===== config.mk =====
export PLATFORM = sky130hd
export DESIGN_NAME = pipo_write_arbiter
export DESIGN_NICKNAME = d
export VERILOG_FILES = /design/src/rtl/pipo_write_arbiter.sv
export SDC_FILE = /design/constraint.sdc
export NUM_CORES = 1
export LEC_CHECK = 0
export CAP_MARGIN = 20
export CORE_MARGIN = 1.5
export CORE_UTILIZATION = 40
export DETAILED_ROUTE_END_ITERATION = 8
export PLACE_DENSITY_LB_ADDON = 0.3
export SYNTH_ARGS = -nofsm -noshare
export SYNTH_HDL_FRONTEND = slang
export SYNTH_SLANG_ARGS = --single-unit

===== constraint.sdc =====
create_clock -name clk -period 7.8 [get_ports clk]
set_input_delay 1.56 -clock clk [delete_from_list [all_inputs] [get_ports clk]]
set_output_delay 1.56 -clock clk [all_outputs]
set_load 0.02 [all_outputs]

===== src/rtl/pipo_write_arbiter.sv =====
// Round-robin write arbiter for a parallel-in/parallel-out register bank.
// Grants one requester per clock and drives a one-hot write enable and shared write data.
module pipo_write_arbiter #(
   parameter int NUM_REQ        = 4,
   parameter int REGISTER_WIDTH = 16,
   parameter int NUM_REGS       = 8,
   parameter int ADDR_WIDTH     = 3
) (
   input  logic                               clk,
   input  logic                               rst,
   input  logic [NUM_REQ-1:0]                 req,
   input  logic [NUM_REQ*ADDR_WIDTH-1:0]      req_addr,
   input  logic [NUM_REQ*REGISTER_WIDTH-1:0]  req_data,
   output logic [NUM_REQ-1:0]                 ack,
   output logic [NUM_REGS-1:0]                reg_we,
   output logic [REGISTER_WIDTH-1:0]          reg_wdata,
   output logic                               addr_err,
   output logic                               busy,
   output logic                               state_dbg
);

   // Handshake: req[i] is a level held with stable addr/data until ack[i] pulses for one
   // cycle; the requester may drop req or present a new transaction from the next edge on.
   // A req still high during its own ack cycle is masked, so it is never granted twice.

   localparam int PTR_W = $clog2(NUM_REQ);
   localparam logic [PTR_W:0]   REQ_COUNT = (PTR_W+1)'(NUM_REQ);
   localparam logic [PTR_W-1:0] LAST_REQ  = PTR_W'(NUM_REQ - 1);

   typedef enum logic {
      IDLE  = 1'b0,
      GRANT = 1'b1
   } state_t;

   state_t                      state;
   logic [PTR_W-1:0]            ptr;
   logic [NUM_REQ-1:0]          eligible;
   logic [2*NUM_REQ-1:0]        elig_dbl;
   logic [NUM_REQ-1:0]          rotated;
   logic                        found;
   logic [PTR_W-1:0]            offset;
   logic [PTR_W:0]              sum;
   logic [PTR_W-1:0]            winner;
   logic [PTR_W-1:0]            ptr_next;
   logic [ADDR_WIDTH-1:0]       win_addr;
   logic [REGISTER_WIDTH-1:0]   win_data;
   logic                        addr_ok;
   logic [NUM_REGS-1:0]         we_onehot;

   assign eligible = req & ~ack;

   // Rotate so that bit 0 is the requester at ptr; the first set bit is the winner offset.
   assign elig_dbl = {eligible, eligible};
   assign rotated  = elig_dbl[ptr +: NUM_REQ];

   always_comb begin
      found  = 1'b0;
      offset = '0;
      for (int k = 0; k < NUM_REQ; k++) begin
         if (!found && rotated[k]) begin
            found  = 1'b1;
            offset = PTR_W'(k);
         end
      end
   end

   assign sum      = {1'b0, ptr} + {1'b0, offset};
   assign winner   = (sum >= REQ_COUNT) ? PTR_W'(sum - REQ_COUNT) : sum[PTR_W-1:0];
   assign ptr_next = (winner == LAST_REQ) ? '0 : winner + PTR_W'(1);

   assign win_addr  = req_addr[int'(winner)*ADDR_WIDTH +: ADDR_WIDTH];
   assign win_data  = req_data[int'(winner)*REGISTER_WIDTH +: REGISTER_WIDTH];
   assign addr_ok   = int'(win_addr) < NUM_REGS;
   assign we_onehot = NUM_REGS'(1) << win_addr;

   always_ff @(posedge clk or negedge rst) begin
      if (!rst) begin
         state     <= IDLE;
         ptr       <= '0;
         ack       <= '0;
         reg_we    <= '0;
         reg_wdata <= '0;
         addr_err  <= 1'b0;
      end else if (found) begin
         state     <= GRANT;
         ptr       <= ptr_next;
         ack       <= NUM_REQ'(1) << winner;
         reg_wdata <= win_data;
         // An out-of-range address still consumes the grant but never reaches the bank.
         if (addr_ok) begin
            reg_we   <= we_onehot;
            addr_err <= 1'b0;
         end else begin
            reg_we   <= '0;
            addr_err <= 1'b1;
         end
      end else begin
         state    <= IDLE;
         ack      <= '0;
         reg_we   <= '0;
         addr_err <= 1'b0;
      end
   end

   assign busy      = (|req) | (|ack);
   assign state_dbg = (state == GRANT);

endmodule

After elaboration in Yosys (flattened, before gate mapping)
Index checks and enable logic that the tools add are counted.

Magnitude comparators: 1. Equal/unequal tests: 1. Bitwise logic cells: 3. Reductions and logical operators: 8. Shifts and indexed selects: 5. Muxes and demuxes: 12. Multiply operators: 1. Divide/modulo/power cells: 0. $add $sub $neg: 3.

Operators with widths (count): $shiftx A64 B7 Y16 (1); $shiftx A12 B5 Y3 (1); $mux W2 (4); $mux W8 (1); $reduce_or A4 Y1 (2); $shiftx A8 B3 Y4 (1); $shl A1 B3 Y8 const A (1); $mux W1 (6); $and A4 B4 Y4 (1); $mul A2 B2 Y4 const B (1); $mux W4 (1); $not A4 Y4 (1); $shl A1 B2 Y4 const A (1); $add A2 B2 Y3 (1); $ge A3 B3 Y1 const B (1); $logic_and A1 B1 Y1 (3); $logic_not A1 Y1 (3); $add A2 B1 Y2 const B (1); $eq A2 B2 Y1 const B (1); $sub A2 B1 Y2 const B (1); $or A1 B1 Y1 (1).

Bits in read-only memories: 0. Memories kept: 0. Memory bits (writable): 0. Word-level logic and storage cells: 39. Bits in latches: 0. Flip-flop bits (word level): 31. Input bits: 82. Output and inout bits: 31.

Longest topological paths before layout
Gate-level depths: netlist (run 1).

Depth in word-level cells: 20. Depth in mapped cells: 13. Gate-level depth less buffers: 10.

Worst setup path before layout (run 1)
OpenSTA, ideal clock, no wires.

Path kind: input to register. Start point: input port req[1]. End point: register reg_wdata[3]. Slack: 3.734 ns. Stages on the path: 9. Setup time: 0.125 ns. Path buffers: 1. Data required time: 7.675 ns. Data arrival time: 3.941 ns. Path through: and2b_1 -> a21oi_1 -> a21oi_1 -> a21oi_1 -> o32ai_1 -> ha_1 -> clkbuf_1 -> mux4_1 -> mux2_2.

Longest elaborated chain between the ends: 16. Elaborated cells between the ends (all ways): 20. Classes of those cells: add/sub: 2; order compare: 1; shift: 2; mux: 8; bitwise: 1; reduce/logical: 6.

RTL lines: from (decl) (line 11) `input logic [NUM_REQ-1:0] req,`; $and A4 B4 Y4 (*) (line 50) `assign eligible = req & ~ack;`; $shiftx A8 B3 Y4 (*) (line 54) `assign rotated = elig_dbl[ptr +: NUM_REQ];`; $mux W1 (line 60) `if (!found && rotated[k]) begin`; $logic_not A1 Y1 (line 60); $logic_and A1 B1 Y1 (line 60); $mux W1 (line 60); $logic_not A1 Y1 (line 60); $logic_and A1 B1 Y1 (line 60); $mux W1 (line 60); $logic_not A1 Y1 (line 60); $logic_and A1 B1 Y1 (line 60); $mux W2 (line 60); $add A2 B2 Y3 (line 67) `assign sum = {1'b0, ptr} + {1'b0, offset};`; $ge A3 B3 Y1 / $sub A2 B1 Y2 (equally long branches) (line 68) `assign winner = (sum >= REQ_COUNT) ? PTR_W'(sum - REQ_COUNT) : sum[PTR_W-1:0];`; $mux W2 (line 68); $shiftx A64 B7 Y16 (line 72) `assign win_data = req_data[int'(winner)*REGISTER_WIDTH +: REGISTER_WIDTH];`; to (signal assigned) (line 88) `reg_wdata <= win_data;`; to (decl) (line 16) `output logic [REGISTER_WIDTH-1:0] reg_wdata,`.

Mark *: on every way between the ends. The rest lies on a longest branch, timed or not. A chain may end at the register's enable or synchronous reset.

Final worst setup path (run 1)
Start point: input port req[0]. End point: output port busy.

Longest elaborated chain between the ends: 2.

RTL lines: $reduce_or A4 Y1 (line 105) `assign busy = (|req) | (|ack);`; $or A1 B1 Y1 (line 105); to (decl) (line 18) `output logic busy,`.

Every way passes these cells.

==> results.sh, run 1 <==
export IMPL_multi_input_area_um2=1010
export IMPL_rsz0062_at_grt="no"
export IMPL_io_pins=113
export IMPL_crit_path_max_fanout=3
export IMPL_drv_cap=0
export IMPL_cts_buffers_inserted=5
export IMPL_status="complete, no violations"
export IMPL_grt_pass1_vias=1648
export IMPL_syn_nets=214
export IMPL_num_nets_final=326
export IMPL_yosysTopAreaCell="dfrtp_1"
export IMPL_fin_crit_ps=4500
export IMPL_worstSetupPathType="in -> out"
export IMPL_n_antenna_cell=0
export IMPL_grt_pass1_wl_um=7550
export IMPL_drive_above_1_share=0.171
export IMPL_die_h_um=71.2
export IMPL_netlist_area_um2=1860
export IMPL_clock_skew_ps=6.89
export IMPL_hold_class="reg -> reg"
export IMPL_async_flop_share=1.00
export IMPL_setup_tns_ps=0
export IMPL_final_cells=292
export IMPL_fp_row_count=24
export IMPL_ys_warn_count=0
export IMPL_end_kind="output port"
export IMPL_route_detailed_drc=0
export IMPL_synth_edf_count=0
export IMPL_finalWirelength_um=4750
export IMPL_yosys_top_cells_count="dfrtp_1, mux2_2, mux4_1, mux4_2"
export IMPL_yosysMostFrequentCell="dfrtp_1"
export IMPL_fmax_mhz=222
export IMPL_startpoint_type="input port"
export IMPL_core_um2=4410
export IMPL_area_growth_pct=66.7
export IMPL_cts_root_buf="clkbuf_8"
export IMPL_finalMaxSlewViolations=0
export IMPL_n_fill_cell=343
export IMPL_cts_buffer_depth=2
export IMPL_track_usage=0.195
export IMPL_syn_area_per_cell_um2=14.7
export IMPL_post_cts_buffers=0
export IMPL_synth_seq_cells=31
export IMPL_ant_nets=0
export IMPL_arrival_ps=2940
export IMPL_finalSetupViolations=0
export IMPL_cts_repair_resized=0
export IMPL_ys_types=34
export IMPL_power_density_nw_per_um2=448
export IMPL_tritoncts="yes"
export IMPL_ir_drop_v=0.000259
export IMPL_synth_top_area_frac=0.417
export IMPL_clk_insertion_delay_late_ps=270
export IMPL_syn_instance_count=127
export IMPL_power_leakage_nw=1.27
export IMPL_final_seq_area_um2=776
export IMPL_hold_viol_final=0
export IMPL_cts_hold_buf=0
export IMPL_first_pass_iters=4
export IMPL_wl_per_cell_um=16.3
export IMPL_path_clk_slew_ps=60
export IMPL_vias_per_cell=5.30
export IMPL_dp_cells=283
export IMPL_vias=1548
export IMPL_worstMarginPinSlew_ps=718
export IMPL_overflow=0
export IMPL_gp_congestion=0.703
export IMPL_drt_iter0_drc=62
export IMPL_grt_max_degree=32
export IMPL_finalPower_mw=1.39
export IMPL_max_slew_margin=0.520
export IMPL_initial_utilization=0.422
export IMPL_portBuffers=111
export IMPL_yosysSeqAreaShare=0.417
export IMPL_fin_crit_sh=0.576
export IMPL_cts_max_level=2
export IMPL_cp_data_required_time_ps=6240
export IMPL_ys_top_cells_by_area="dfrtp_1, mux4_1, mux4_2"
export IMPL_antenna_found_initial=0
export IMPL_ys_flop_type="dfrtp_1"
export IMPL_die_w_um=71.2
export IMPL_clkSinkCount=31
export IMPL_die_area_um2=5070
export IMPL_dp_hpwl_um=3660
==> per-stage QoR <==
stage	setup slack, ps	instance area [um^2]	hold slack [ps]	util
after global placement	3020	2990	489	0.678
after detailed placement	2950	2990	495	0.678
after global routing	3200	3100	528	0.703
after CTS	3210	3090	514	0.700
final	3300	3100	505	0.703
after floorplan	3730	1860	491	-
==> layout make-up <==
class                   count  share of cell area
inverters                   4             0.00484
flip-flops and latches     31               0.250
well taps                  52              0.0210
repair buffers            114               0.367
multi-input cells          83               0.325
clock buffers               8              0.0323
==> critical path: stages <==
cell             delay (ps)
clkdlybuf4s50_1         440
nor4_1                  320
nand2_1                  90
clkdlybuf4s50_1         540
==> cells by family (layout without fill, tap and decap cells) <==
family,after synthesis,in the layout,synth area share
buffers and inverters,13,126,0.0410
other,1,1,0.00201
DFF,31,31,0.417
xor gates and xnor gates,1,1,0.00874
AOI/OAI and AO/OA,9,9,0.0316
adders and majority gates,6,6,0.0397
and+or+nand+nor,27,27,0.100
muxes,39,39,0.360
==> report_power, final <==
part | total, mW | internal (mW) | switching (mW)
Combinational | 0.970 | 0.540 | 0.430
Sequential | 0.283 | 0.241 | 0.0416
Clock | 0.137 | 0.0804 | 0.0563
==> flip-flops by register name, indices dropped and copies added (netlist names) <==
register,count
ptr,2
reg_we,8
ack,4
reg_wdata,16
state_dbg,1
==> cells in the final DEF, fill, tap and decap left out, types with 2 or more instances in the layout <==
master             n
clkdlybuf4s50_1  111
dfrtp_1           31
mux2_2            17
mux4_2             9
mux4_1             9
clkbuf_8           7
nand2_1            5
ha_1               5
mux2i_1            4
and2_1             4
nor4b_1            4
nor4_1             4
inv_1              3
a21oi_1            3
nand2b_1           2
and4_1             2
buf_4              2
==> layer usage <==
layer | up-vias | GRT usage | routed length [um]
met2 | 77 | 0.362 | 2650
met4 | 0 | 0.0440 | 21
met3 | 2 | 0.0830 | 447
li1 | 725 | - | -
met1 | 744 | 0.202 | 1630
met5 | - | 0 | 0
==> final timing paths <==
kind | start | endpoint | slack (ps) | depth (start not counted)
min reg2reg | reg_wdata[3] | reg_wdata[3] | 510 | 1
min | reg_wdata[3] | reg_wdata[3] | 510 | 1
min in group asynchronous | rst | reg_wdata[14] | 1670 | 2
max | req[0] | busy | 3300 | 4
max in group asynchronous | rst | reg_wdata[4] | 5840 | 2
max reg2reg | ptr[0] | reg_we[5] | 4800 | 11
(Power assumes the default switching activity.)
==> run 2: changes to the inputs <==
--- a/config.mk
+++ b/config.mk
@@ -7,7 +7,7 @@
 export LEC_CHECK = 0
 export CAP_MARGIN = 20
 export CORE_MARGIN = 1.5
-export CORE_UTILIZATION = 40
+export CORE_UTILIZATION = 37
 export DETAILED_ROUTE_END_ITERATION = 8
 export PLACE_DENSITY_LB_ADDON = 0.3
 export SYNTH_ARGS = -nofsm -noshare
==> constraint.sdc (replaced) <==
create_clock -name clk -period 4.2 [get_ports clk]
set_input_delay 0.84 -clock clk [delete_from_list [all_inputs] [get_ports clk]]
set_output_delay 0.84 -clock clk [all_outputs]
set_load 0.02 [all_outputs]
==> results.sh, run 2 (synthesis gave the netlist of run 1 again) <==
export IMPL_status="complete, no violations"
export IMPL_core_um2=4790
export IMPL_tritoncts="yes"
export IMPL_die_w_um=73.9
export IMPL_n_fill_cell=376
export IMPL_area_growth_pct=68.3
export IMPL_route_detailed_drc=0
export IMPL_end_kind="flip-flop"
export IMPL_max_slew_margin=0.534
export IMPL_antenna_found_initial=0
export IMPL_clock_skew_ps=2.68
export IMPL_cts_buffer_depth=2
export IMPL_vias_per_cell=4.98
export IMPL_worstSetupPathType="in -> reg"
export IMPL_initial_utilization=0.389
export IMPL_finalMaxSlewViolations=0
export IMPL_ir_drop_v=0.000639
export IMPL_power_leakage_nw=1.28
export IMPL_io_pins=113
export IMPL_finalWirelength_um=4430
export IMPL_final_cells=309
export IMPL_cts_buffers_inserted=5
export IMPL_overflow=0
export IMPL_drive_above_1_share=0.178
export IMPL_arrival_ps=3440
export IMPL_rsz0062_at_grt="no"
export IMPL_multi_input_area_um2=1010
export IMPL_vias=1538
export IMPL_portBuffers=111
export IMPL_drv_cap=0
export IMPL_crit_path_max_fanout=13
export IMPL_hold_viol_final=0
export IMPL_mostFrequentLayoutCells="clkdlybuf4s50_1, dfrtp_1, mux2_2"
export IMPL_largestRegisters="reg_wdata x16, reg_we x8, ack x4"
export IMPL_drt_iter0_drc=68
export IMPL_fp_row_count=25
export IMPL_startpoint_type="input port"
export IMPL_finalSetupViolations=0
export IMPL_hold_class="reg -> reg"
export IMPL_clkSinkCount=31
export IMPL_dp_cells=301
export IMPL_gp_congestion=0.799
export IMPL_cts_root_buf="clkbuf_8"
export IMPL_largest_reg_flops=16
export IMPL_n_antenna_cell=0
export IMPL_largest_register="reg_wdata"
export IMPL_cts_max_level=2
export IMPL_mostFrequentLayoutCell="clkdlybuf4s50_1"
export IMPL_fin_crit_sh=0.779
export IMPL_fmax_mhz=305
export IMPL_track_usage=0.172
export IMPL_wl_per_cell_um=14.3
export IMPL_worstMarginPinSlew_ps=697
export IMPL_final_seq_area_um2=776
export IMPL_die_area_um2=5470
export IMPL_hold_slack_ps=509
export IMPL_die_h_um=73.9
export IMPL_cts_repair_resized=0
export IMPL_post_cts_buffers=0
export IMPL_dp_hpwl_um=3490
export IMPL_clk_insertion_delay_late_ps=280
export IMPL_grt_pass1_vias=1554
export IMPL_first_pass_iters=4
export IMPL_cts_hold_buf=0
export IMPL_cp_data_required_time_ps=4360
export IMPL_grt_pass1_wl_um=7020
export IMPL_fin_crit_ps=3270
export IMPL_grt_max_degree=32
export IMPL_num_nets_final=328
export IMPL_power_density_nw_per_um2=833
export IMPL_ant_nets=0
export IMPL_path_clk_slew_ps=60
export IMPL_setup_tns_ps=0
[run 2: changes by cell type in the layout (fill, tap and decap cells not counted)]
cell and change:
buf_4 +3, buf_6 -1
[run 2: area by class of cell]
class,count,share of cell area
Tap cell,67,0.0268
Multi-Input combinational cell,83,0.322
Clock buffer,8,0.0319
Sequential cell,31,0.248
Inverter,4,0.00479
Timing Repair Buffer,116,0.367
[run 2: power breakdown]
part	internal (mW)	switching, mW	total, mW	leakage, nW
registers	0.448	0.0775	0.526	0.381
clock network	0.149	0.106	0.256	0.0515
logic	1.03	0.799	1.83	0.851
[run 2: per-stage QoR]
stage	area, um^2	utilization	total power, mW	setup WS (ps)
floorplan	1860	-	1.86	854
global placement	3030	0.634	2.35	706
detailed placement	3030	0.634	2.38	621
CTS	3130	0.655	2.64	910
global route	3130	0.655	2.80	715
finish	3130	0.655	2.61	926
[run 2: routing by layer]
metal / track usage / vias to the layer above / part of all wire
li1: - / 723 / -
met1: 0.204 / 733 / 0.39
met4: 0.0597 / 0 / 0.016
met2: 0.287 / 76 / 0.51
met3: 0.0650 / 6 / 0.085
met5: 0 / - / 0
[run 2: path summary, 6_finish.rpt]
check	from	end	depth (start not counted)	slack (ps)
worst min-delay path	reg_wdata[2]	reg_wdata[2]	1	510
min in group asynchronous	rst	reg_we[1]	2	940
worst max register to register	ptr[0]	reg_we[1]	9	1390
worst max-delay path	req[0]	reg_we[1]	10	930
max in group asynchronous	rst	reg_wdata[9]	2	2970
worst min register to register	reg_wdata[2]	reg_wdata[2]	1	510
[run 2: worst max-delay path, stage by stage]
cell and delay, ps:
clkdlybuf4s50_1 490, nor3b_2 250, a21o_1 130, a21oi_1 40, a21oi_1 110, o32ai_1 100, ha_1 300, buf_4 250
mux4_2 610, nor4b_1 300
